### src/rtl/draw_rect_char_gra2.sv
`default_nettype none
// ============================================================================
// Module      : draw_rect_char_gra2
// Description : Text-overlay stage for the game-2 video path. Scans a 16x16
//               character window (8x16 px glyphs), addresses the char-code and
//               font ROMs, and overlays font pixels onto the RGB stream with a
//               fixed 3-clock latency on every output.
//               Optional build macro: TEXT_BG_EN (opaque text box using
//               BG_COLOR for clear glyph pixels inside the window).
// Revision    : 1.0 - initial release
// ============================================================================
module draw_rect_char_gra2 #(
  parameter int          XPOS     = 32,
  parameter int          YPOS     = 32,
  parameter logic [11:0] FG_COLOR = 12'hFFF,
  parameter logic [11:0] BG_COLOR = 12'h000
) (
  input  logic        clk,
  input  logic        rst,
  input  logic [10:0] hcount_in,
  input  logic        hsync_in,
  input  logic        hblnk_in,
  input  logic [10:0] vcount_in,
  input  logic        vsync_in,
  input  logic        vblnk_in,
  input  logic [11:0] rgb_in,
  output logic [7:0]  char_xy,
  output logic [3:0]  char_line,
  input  logic [7:0]  char_pixels,
  output logic [10:0] hcount_out,
  output logic        hsync_out,
  output logic        hblnk_out,
  output logic [10:0] vcount_out,
  output logic        vsync_out,
  output logic        vblnk_out,
  output logic [11:0] rgb_out
);

  // Window bounds in 12 bits so XPOS+128 / YPOS+256 never wrap the compare.
  localparam logic [11:0] X_START = 12'(XPOS);
  localparam logic [11:0] X_END   = 12'(XPOS + 128);
  localparam logic [11:0] Y_START = 12'(YPOS);
  localparam logic [11:0] Y_END   = 12'(YPOS + 256);

  // Only the low bits of the window-relative position are ever needed, and the
  // low bits of a difference depend only on the low bits of its operands.
  logic [6:0] rel_x;
  logic [7:0] rel_y;
  logic       in_area;

  // Stage 1
  logic       in_area_d1;
  logic [2:0] bitsel_d1;
  logic [10:0] hcount_d1, vcount_d1;
  logic       hsync_d1, hblnk_d1, vsync_d1, vblnk_d1;
  logic [11:0] rgb_d1;

  // Stage 2
  logic       in_area_d2;
  logic [2:0] bitsel_d2;
  logic [10:0] hcount_d2, vcount_d2;
  logic       hsync_d2, hblnk_d2, vsync_d2, vblnk_d2;
  logic [11:0] rgb_d2;

  logic        font_bit;
  logic [11:0] clear_rgb;
  logic [11:0] rgb_next;

  // Stage 0: window-relative coordinates and window membership from raw counters
  always_comb begin
    rel_x   = hcount_in[6:0] - 7'(XPOS);
    rel_y   = vcount_in[7:0] - 8'(YPOS);
    in_area = ({1'b0, hcount_in} >= X_START) && ({1'b0, hcount_in} < X_END) &&
              ({1'b0, vcount_in} >= Y_START) && ({1'b0, vcount_in} < Y_END);
  end

  // Stage 1: ROM addressing plus first delay of pixel position and timing
  always_ff @(posedge clk) begin
    if (rst) begin
      char_xy    <= '0;
      char_line  <= '0;
      in_area_d1 <= 1'b0;
      bitsel_d1  <= '0;
      hcount_d1  <= '0;
      hsync_d1   <= 1'b0;
      hblnk_d1   <= 1'b0;
      vcount_d1  <= '0;
      vsync_d1   <= 1'b0;
      vblnk_d1   <= 1'b0;
      rgb_d1     <= '0;
    end else begin
      char_xy    <= in_area ? {rel_y[7:4], rel_x[6:3]} : 8'h00;
      char_line  <= in_area ? rel_y[3:0] : 4'h0;
      in_area_d1 <= in_area;
      bitsel_d1  <= rel_x[2:0];
      hcount_d1  <= hcount_in;
      hsync_d1   <= hsync_in;
      hblnk_d1   <= hblnk_in;
      vcount_d1  <= vcount_in;
      vsync_d1   <= vsync_in;
      vblnk_d1   <= vblnk_in;
      rgb_d1     <= rgb_in;
    end
  end

  // Stage 2: cover the font ROM's registered read
  always_ff @(posedge clk) begin
    if (rst) begin
      in_area_d2 <= 1'b0;
      bitsel_d2  <= '0;
      hcount_d2  <= '0;
      hsync_d2   <= 1'b0;
      hblnk_d2   <= 1'b0;
      vcount_d2  <= '0;
      vsync_d2   <= 1'b0;
      vblnk_d2   <= 1'b0;
      rgb_d2     <= '0;
    end else begin
      in_area_d2 <= in_area_d1;
      bitsel_d2  <= bitsel_d1;
      hcount_d2  <= hcount_d1;
      hsync_d2   <= hsync_d1;
      hblnk_d2   <= hblnk_d1;
      vcount_d2  <= vcount_d1;
      vsync_d2   <= vsync_d1;
      vblnk_d2   <= vblnk_d1;
      rgb_d2     <= rgb_d1;
    end
  end

  // Glyph bit 7 is the leftmost pixel of the character cell.
  assign font_bit = char_pixels[3'd7 - bitsel_d2];

`ifdef TEXT_BG_EN
  assign clear_rgb = in_area_d2 ? BG_COLOR : rgb_d2;
`else
  // Transparent text: BG_COLOR has no effect, the masked term is always zero.
  assign clear_rgb = rgb_d2 | (BG_COLOR & 12'h000);
`endif

  // Pixel priority: blanking, then set glyph pixel, then background/pass-through
  always_comb begin
    rgb_next = clear_rgb;
    if (hblnk_d2 || vblnk_d2) begin
      rgb_next = 12'h000;
    end else if (in_area_d2 && font_bit) begin
      rgb_next = FG_COLOR;
    end
  end

  // Stage 3: output register
  always_ff @(posedge clk) begin
    if (rst) begin
      hcount_out <= '0;
      hsync_out  <= 1'b0;
      hblnk_out  <= 1'b0;
      vcount_out <= '0;
      vsync_out  <= 1'b0;
      vblnk_out  <= 1'b0;
      rgb_out    <= '0;
    end else begin
      hcount_out <= hcount_d2;
      hsync_out  <= hsync_d2;
      hblnk_out  <= hblnk_d2;
      vcount_out <= vcount_d2;
      vsync_out  <= vsync_d2;
      vblnk_out  <= vblnk_d2;
      rgb_out    <= rgb_next;
    end
  end

endmodule
`default_nettype wire
### config.mk
export PLATFORM = sky130hd
export DESIGN_NAME = draw_rect_char_gra2
export DESIGN_NICKNAME = d
export VERILOG_FILES = /design/src/rtl/draw_rect_char_gra2.sv
export SDC_FILE = /design/constraint.sdc
export NUM_CORES = 1
export LEC_CHECK = 0
export ABC_AREA = 1
export CORE_MARGIN = 3
export CORE_UTILIZATION = 30
export CTS_BUF_LIST = sky130_fd_sc_hd__clkbuf_16
export DETAILED_ROUTE_END_ITERATION = 8
export PLACE_DENSITY = 0.64
export SLEW_MARGIN = 20
export SYNTH_ARGS = -nofsm -noshare
export SYNTH_HDL_FRONTEND = slang
export SYNTH_SLANG_ARGS = --single-unit
export TNS_END_PERCENT = 20
### constraint.sdc
create_clock -name clk -period 1.3 [get_ports clk]
set_clock_uncertainty 0.05 [all_clocks]
set_input_delay 0.26 -clock clk [delete_from_list [all_inputs] [get_ports clk]]
set_output_delay 0.26 -clock clk [all_outputs]
set_load 0.1 [all_outputs]
# Word-level counts from Yosys, hierarchy flattened
# Index checks and enable logic that the tools add are counted.
# classes
reduce_logical	7
n_mux	3
magnitude_cmp	5
bitwise_logic	1
add_sub_neg	3
# op_table
operator	n
11-bit by 6-bit greater-or-equal comparator with 1-bit output (second input constant)	2
12-bit two-way mux	1
11-bit by 8-bit less-than comparator with 1-bit output (second input constant)	1
11-bit by 9-bit less-than comparator with 1-bit output (second input constant)	1
8-bit by 6-bit subtractor with 8-bit output (second input constant)	1
7-bit by 6-bit subtractor with 7-bit output (second input constant)	1
1-bit logical AND	4
3-bit by 4-bit less-than comparator with 1-bit output (second input constant)	1
2-bit OR reduction	2
1-bit binary-select mux with 3-bit select	1
3-bit subtractor (first input constant)	1
1-bit logical OR	1
1-bit two-way mux	1
1-bit NOT	1
# word_totals
out_inout_bits	50
in_bits	48
register_bits	134
wordCells	46

# Depth between registers and ports, before layout
# Gate-level depths: netlist of run 1.
# logic_depth
depth_word	6
mapped_depth	9
mapped_depth_nobuf	8

# Worst setup path before layout of run 1
# Ideal clock, no wire load.
# synth_timing
path_type	input port to flip-flop
startpoint	in vcount_in[6]
endpoint	reg char_xy[6]
setup_time_ns	0.064
setup_slack_ns	0.080
t_arrival_ns	1.106
path_stages	9
required_ns	1.186
n_path_buf	1
path_cell_list	inv_1 ha_1 nand2_1 nand2_1 nand4_1 nor2_1 nand3_2 buf_6 nor2_1
# synth_between
elab_chain_cells	5
elab_cells_between_ends	7
classes_between	add/sub: 1; order compare: 2; bitwise: 1; reduce/logical: 3
# synth_lines
element	line	rtl
start: declaration	23	input logic [10:0] vcount_in,
11-bit by 6-bit greater-or-equal comparator with 1-bit output	74	({1'b0, vcount_in} >= Y_START) && ({1'b0, vcount_in} < Y_END);
1-bit logical AND	73	in_area = ({1'b0, hcount_in} >= X_START) && ({1'b0, hcount_in} < X_END) &&
1-bit logical AND	74	
1-bit NOT (no line)	-	
2-bit OR reduction (no line)	-	
end signal: assignment	92	char_xy <= in_area ? {rel_y[7:4], rel_x[6:3]} : 8'h00;
end: declaration	27	output logic [7:0] char_xy,
# Several ways; a longest one is shown, not always the timed one.
# A chain may end at the register's enable or synchronous reset.

# Worst setup path after layout of run 1
# layout_timing
startpoint	reg hcount_out[3]
endpoint	out hcount_out[3]
# layout_lines
element	line	rtl
start: declaration	30	output logic [10:0] hcount_out,
start signal: assignment	162	hcount_out <= hcount_d2;
# No word-level cell between the ends.

==> flow_metrics.tcl, run 1 <==
set metrics [dict create \
    gp_congestion 0.762 \
    wl_per_cell_um 10.1 \
    num_vias 2750 \
    period_minus_slack_ns 1.25 \
    drt_first_pass_iters 4 \
    cp.buffers_inverters 1 \
    worst_slack_ns 0.0494 \
    synth_seq_area_share_pct 66.3 \
    min_path_type "in -> reg" \
    yosys.area.top_type "dfxtp_1" \
    drc 0 \
    portBuffers 97 \
    cts_buffer_depth 2 \
    ys_types 19 \
    clock.fmax_mhz 800 \
    multi_input_area_um2 796 \
    slew_violations 0 \
    wl_met3_um 441 \
    vias_per_cell 3.74 \
    critPathSlowestCell "dfxtp_1" \
    htreeDepth 4 \
    grt_pass1_vias 2760 \
    die_h_um 119 \
    power.density_nw_per_um2 1440 \
    synth_seq_cells 128 \
    cts_made_buffers 17 \
    syn_area_per_cell_um2 8.92 \
    synth_area_um2 3860 \
    design_area_um2 6260 \
    crit_fanout 1 \
    drv_cap 0 \
    antenna_found_initial 0 \
    tns_ns 0 \
    cts-root-buf "clkbuf_16" \
    fillers 1126 \
    die_area_um2 14300 \
    synth_top_cell_area_share_pct 66.3 \
    route.met2.wl_mm 3.84 \
    grt.overflow.total 0 \
    insertedDiodeCount 0 \
    worstPathCellList "buf_12" \
    dpl-instance-area_um2 5640 \
    wl_mm 7.45 \
    ant_nets 0 \
    critPathMaxStageDelay_ns 0.36 \
    track_usage_pct 11.3 \
    dieWidth_um 119 \
    num-nets-final 608 \
    path_clk_slew_ns 0.05 \
    grt_max_degree 81 \
    finalHoldViolCount 0 \
    top_layer "met4" \
    cts_tree "yes" \
    arrival_ns 0.94 \
    io_pins 98 \
    start_kind "flip-flop" \
    yosys_warnings 0 \
    setup_viol 0 \
    hold_buffers 0 \
    final_core_util_pct 50.8 \
    final_layout_size_suffix_gt1_share_pct 24.8 \
    worstSetupPathType "reg -> out" \
    detailed_place_hpwl_mm 5.37 \
    synth_cells 433 \
    dp_slack_ns -0.551 \
    p_leak_nw 2.83 \
    met1_length_mm 2.97 \
    worstMarginPinSlew_ns 0.331 \
    cp.required_ns 0.99 \
    drt_first_iter_violations 83 \
    finalCritPeriodShare_pct 96.2 \
    worstSetupEndpointType "primary output" \
    worstSkewPairLatency_ns 0.40 \
    hold_slack_ns 0.132 \
    regArea_um2 2570 \
    area.growth.synth_to_final_pct 62.0 \
    cp_top_family "flip-flops" \
    core_area_um2 12300 \
    irDropWorstVdd_v 0.000722 \
    grt_pass1_wl_mm 12.4 \
    syn-num-nets 483 \
    max_slew_margin_pct 78.0 \
    cts_sinks 128 \
    start_util_pct 31.4 \
    num_rows 40 \
    status "completed" \
    ys_top_cells_by_area "dfxtp_1, inv_1, nor2_1, a21oi_2, buf_2" \
]
[report_power, final]
group          internal, mW  switching (mW)
combinational         0.364           0.461
clock                  2.53            1.50
sequential             4.07          0.0545
[through the flow]
stage	power [mW]	cells
after detailed placement	5.03	704
after CTS	9.12	734
after floorplan	4.63	433
after global placement	5.01	704
after global routing	9.38	736
final	8.98	736
[final timing paths]
check,start,endpoint,slack (ns),cells after the start
setup / recovery,hcount_out[3]$_SDFF_PP0_,hcount_out[3],0.05,1
hold / removal,hcount_in[5],char_xy[2]$_SDFF_PP0_,0.13,3
setup reg to reg,bitsel_d2[0]$_SDFF_PP0_,rgb_out[6]$_SDFF_PP0_,0.13,8
hold reg to reg,bitsel_d1[0]$_SDFF_PP0_,bitsel_d2[0]$_SDFF_PP0_,0.34,2
[cell type report]
class / count / share of cell area [%]
clock buffers: 17 / 6.80
inverters: 124 / 7.44
flip-flops and latches: 128 / 41.1
clock inverters: 12 / 1.30
well taps: 168 / 3.36
repair buffers: 121 / 27.3
multi-input cells: 166 / 12.7
[registers in the layout, indices dropped and copies added, names as in the netlist, 4 cells and up]
name	count
clear_rgb	12
char_line	4
hcount_d2	9
char_xy	8
vcount_d1	11
rgb_d1	12
vcount_d2	11
vcount_out	11
hcount_d1	9
rgb_out	12
hcount_out	11
[synth_stat cells, drive strengths merged]
| library cell | count |
|---|---|
| a21oi | 12 |
| o21ai | 2 |
| dfxtp | 128 |
| buf | 12 |
| nor2 | 121 |
| nand3 | 11 |
| nand4 | 3 |
| nand2 | 14 |
| clkbuf | 3 |
| xnor2 | 1 |
| inv | 124 |
| ha | 2 |
[per-layer routing]
metal	GRT usage, %	up-vias
li1	-	1460
met1	11.3	1209
met2	19.2	65
met3	4.46	16
met4	7.59	0
met5	0	-
[kinds of logic after synthesis]
logic type / Yosys count / synth area share [%]
AO/OA/AOI/OAI: 14 / 2.78
XOR/XNOR: 1 / 0.227
adder cells (fa/ha/maj): 2 / 0.648
buffers and inverters: 139 / 14.2
flip-flops: 128 / 66.3
AND/OR/NAND/NOR: 149 / 15.8
[placed cells by master (no fill, tap or decap), drive strengths merged]
cell type	netlist	final
a21oi	12	12
buf	12	74
bufinv	0	1
clkbuf	3	18
clkdlybuf4s50	0	42
clkinv	0	8
clkinvlp	0	1
dfxtp	128	128
dlygate4sd2	0	1
dlymetal6s2s	0	3
ha	2	2
inv	124	126
nand2	14	14
nand3	11	11
nand4	3	3
nor2	121	121
o21ai	2	2
xnor2	1	1
[what timing repair did]
action                                  CTS  global route
pin swaps                                 2             2
endpoints found under the setup margin   16            19
setup buffers                             1             1
resized for setup                         8            22
endpoints found under the hold margin     0             0
cloned                                    0             1
Note: power is estimated with default switching activity, not from simulation.
==> run 2, diff against run 1 <==
- CORE_UTILIZATION: 30 -> 48
- PLACE_DENSITY: 0.64 -> 0.89
==> flow_metrics.tcl, run 2 (synthesized netlist as in run 1, its figures left out) <==
set metrics [dict create \
    status "finished, violations left" \
    failed_checks "setup timing" \
    grt_max_degree 57 \
    cp.required_ns 1.59 \
    switchingPower_mw 2.38 \
    die_area_um2 9160 \
    antenna_found_initial 0 \
    cts_sinks 128 \
    io_pins 98 \
    cts_made_buffers 17 \
    crit_top_cell "nand3_2" \
    crit_fanout 6 \
    critPathSlowestCell "dfxtp_1" \
    cts_tree "yes" \
    num_rows 32 \
    most-common-layout-cells "dfxtp_1, inv_1, nor2_1" \
    p_comb_share_pct 9.2 \
    drt_first_pass_iters 4 \
    max_slew_margin_pct 62.6 \
    drt_first_iter_violations 96 \
    die_h_um 95.7 \
    grt_pass1_vias 3259 \
    dp_cells 638 \
    insertedDiodeCount 0 \
    cts_buffer_depth 2 \
    cts-root-buf "clkbuf_16" \
    num_vias 3057 \
    finalCritPeriodShare_pct 104 \
    pwr-share-clk_pct 48.9 \
    start_kind "flip-flop" \
    clock.fmax_mhz 740 \
    power_frac_seq_pct 41.9 \
    area.growth.synth_to_final_pct 66.6 \
    final_core_util_pct 82.9 \
    detailed_place_hpwl_mm 5.84 \
    worstMarginPinSlew_ns 0.561 \
    start_util_pct 49.7 \
    path_clk_slew_ns 0.06 \
    gp_congestion 0.804 \
    finalNonFillerCells 681 \
    cp.buffers_inverters 2 \
    final_common_cell "dfxtp_1" \
    finalHoldViolCount 0 \
    grt_pass1_wl_mm 15.7 \
    track_usage_pct 23.7 \
    worst_slack_ns -0.0513 \
    worstSetupEndpointType "flip-flop" \
    grt.overflow.total 0 \
    p_leak_nw 2.90 \
    worstSetupPathType "reg -> reg" \
    wl_mm 10.2 \
    worstSkewPairLatency_ns 0.41 \
    ant_nets 0 \
    vias_per_cell 4.49 \
    critPathMaxStageDelay_ns 0.36 \
    worstPathCellList "inv_1 -> nand3_2 -> nand3_2 -> nand3_4 -> buf_12 -> a21oi_4" \
    hold_buffers 0 \
    power.density_nw_per_um2 1530 \
    grt_setup_unrepaired "yes" \
    num-nets-final 616 \
    core_area_um2 7770 \
    wl_per_cell_um 15.0 \
    arrival_ns 1.64 \
    p_total_mw 9.86 \
    portBuffers 97 \
    final_layout_size_suffix_gt1_share_pct 30.1 \
    internal-power_mw 7.49 \
    p_sw_share_pct 24.1 \
    cp_top_family "simple AND/OR/NAND/NOR gates" \
    dieWidth_um 95.7 \
    min_path_type "in -> reg" \
    slew_violations 0 \
    fillers 385 \
    period_minus_slack_ns 1.35 \
    dp_slack_ns -0.581 \
    setup_viol 12 \
    drc 0 \
    htreeDepth 4 \
    drv_cap 0 \
    irDropWorstVdd_v 0.00136 \
]
run 2: layout make-up:
type / instances / area [µm²] / share of cell area (%)
multi-input combinational: 167 / 922 / 14.3
clock inverter: 15 / 181 / 2.82
inverter: 124 / 470 / 7.31
sequential: 128 / 2570 / 40.0
tap: 102 / 128 / 1.98
timing repair buffer: 128 / 1740 / 27.0
clock buffer: 17 / 425 / 6.61
run 2: through the flow:
step	TNS, ns	area (µm²)	hold WS [ns]
floorplan	0	3860	0.282
detailed placement	-9.40	5550	0.342
global placement	-7.49	5550	0.339
finish	-0.326	6440	0.138
global route	-0.838	6440	0.144
CTS	0	6330	0.123
run 2: timing repair:
item	in CTS	in global routing
resized for setup	37	30
setup endpoints to repair	26	31
pin swaps	7	9
cloned	2	0
setup buffers	7	2
run 2: power by group through the flow:
stage	Combinational, mW	Sequential (mW)	Clock, mW
floorplan	0.216	4.41	0
CTS	0.867	4.13	4.85
detailed placement	0.814	4.21	0
finish	0.905	4.13	4.82
global placement	0.791	4.20	0
global route	0.961	4.14	5.05
run 2: per-layer routing:
metal | up-vias | routed length (µm) | track usage [%]
met5 | - | 0 | 0
met1 | 1434 | 3410 | 21.4
li1 | 1487 | - | -
met3 | 31 | 396 | 6.10
met4 | 0 | 395 | 14.3
met2 | 105 | 6050 | 46.3
run 2: final timing paths:
| path | start | cells after the start | slack, ns | endpoint |
|---|---|---|---|---|
| worst max register to register | bitsel_d2[1]$_SDFF_PP0_ | 6 | -0.05 | rgb_out[2]$_SDFF_PP0_ |
| worst max-delay path | bitsel_d2[1]$_SDFF_PP0_ | 6 | -0.05 | rgb_out[2]$_SDFF_PP0_ |
| worst min register to register | hsync_d2$_SDFF_PP0_ | 2 | 0.35 | hsync_out$_SDFF_PP0_ |
| worst min-delay path | vcount_in[5] | 2 | 0.14 | char_xy[5]$_SDFF_PP0_ |
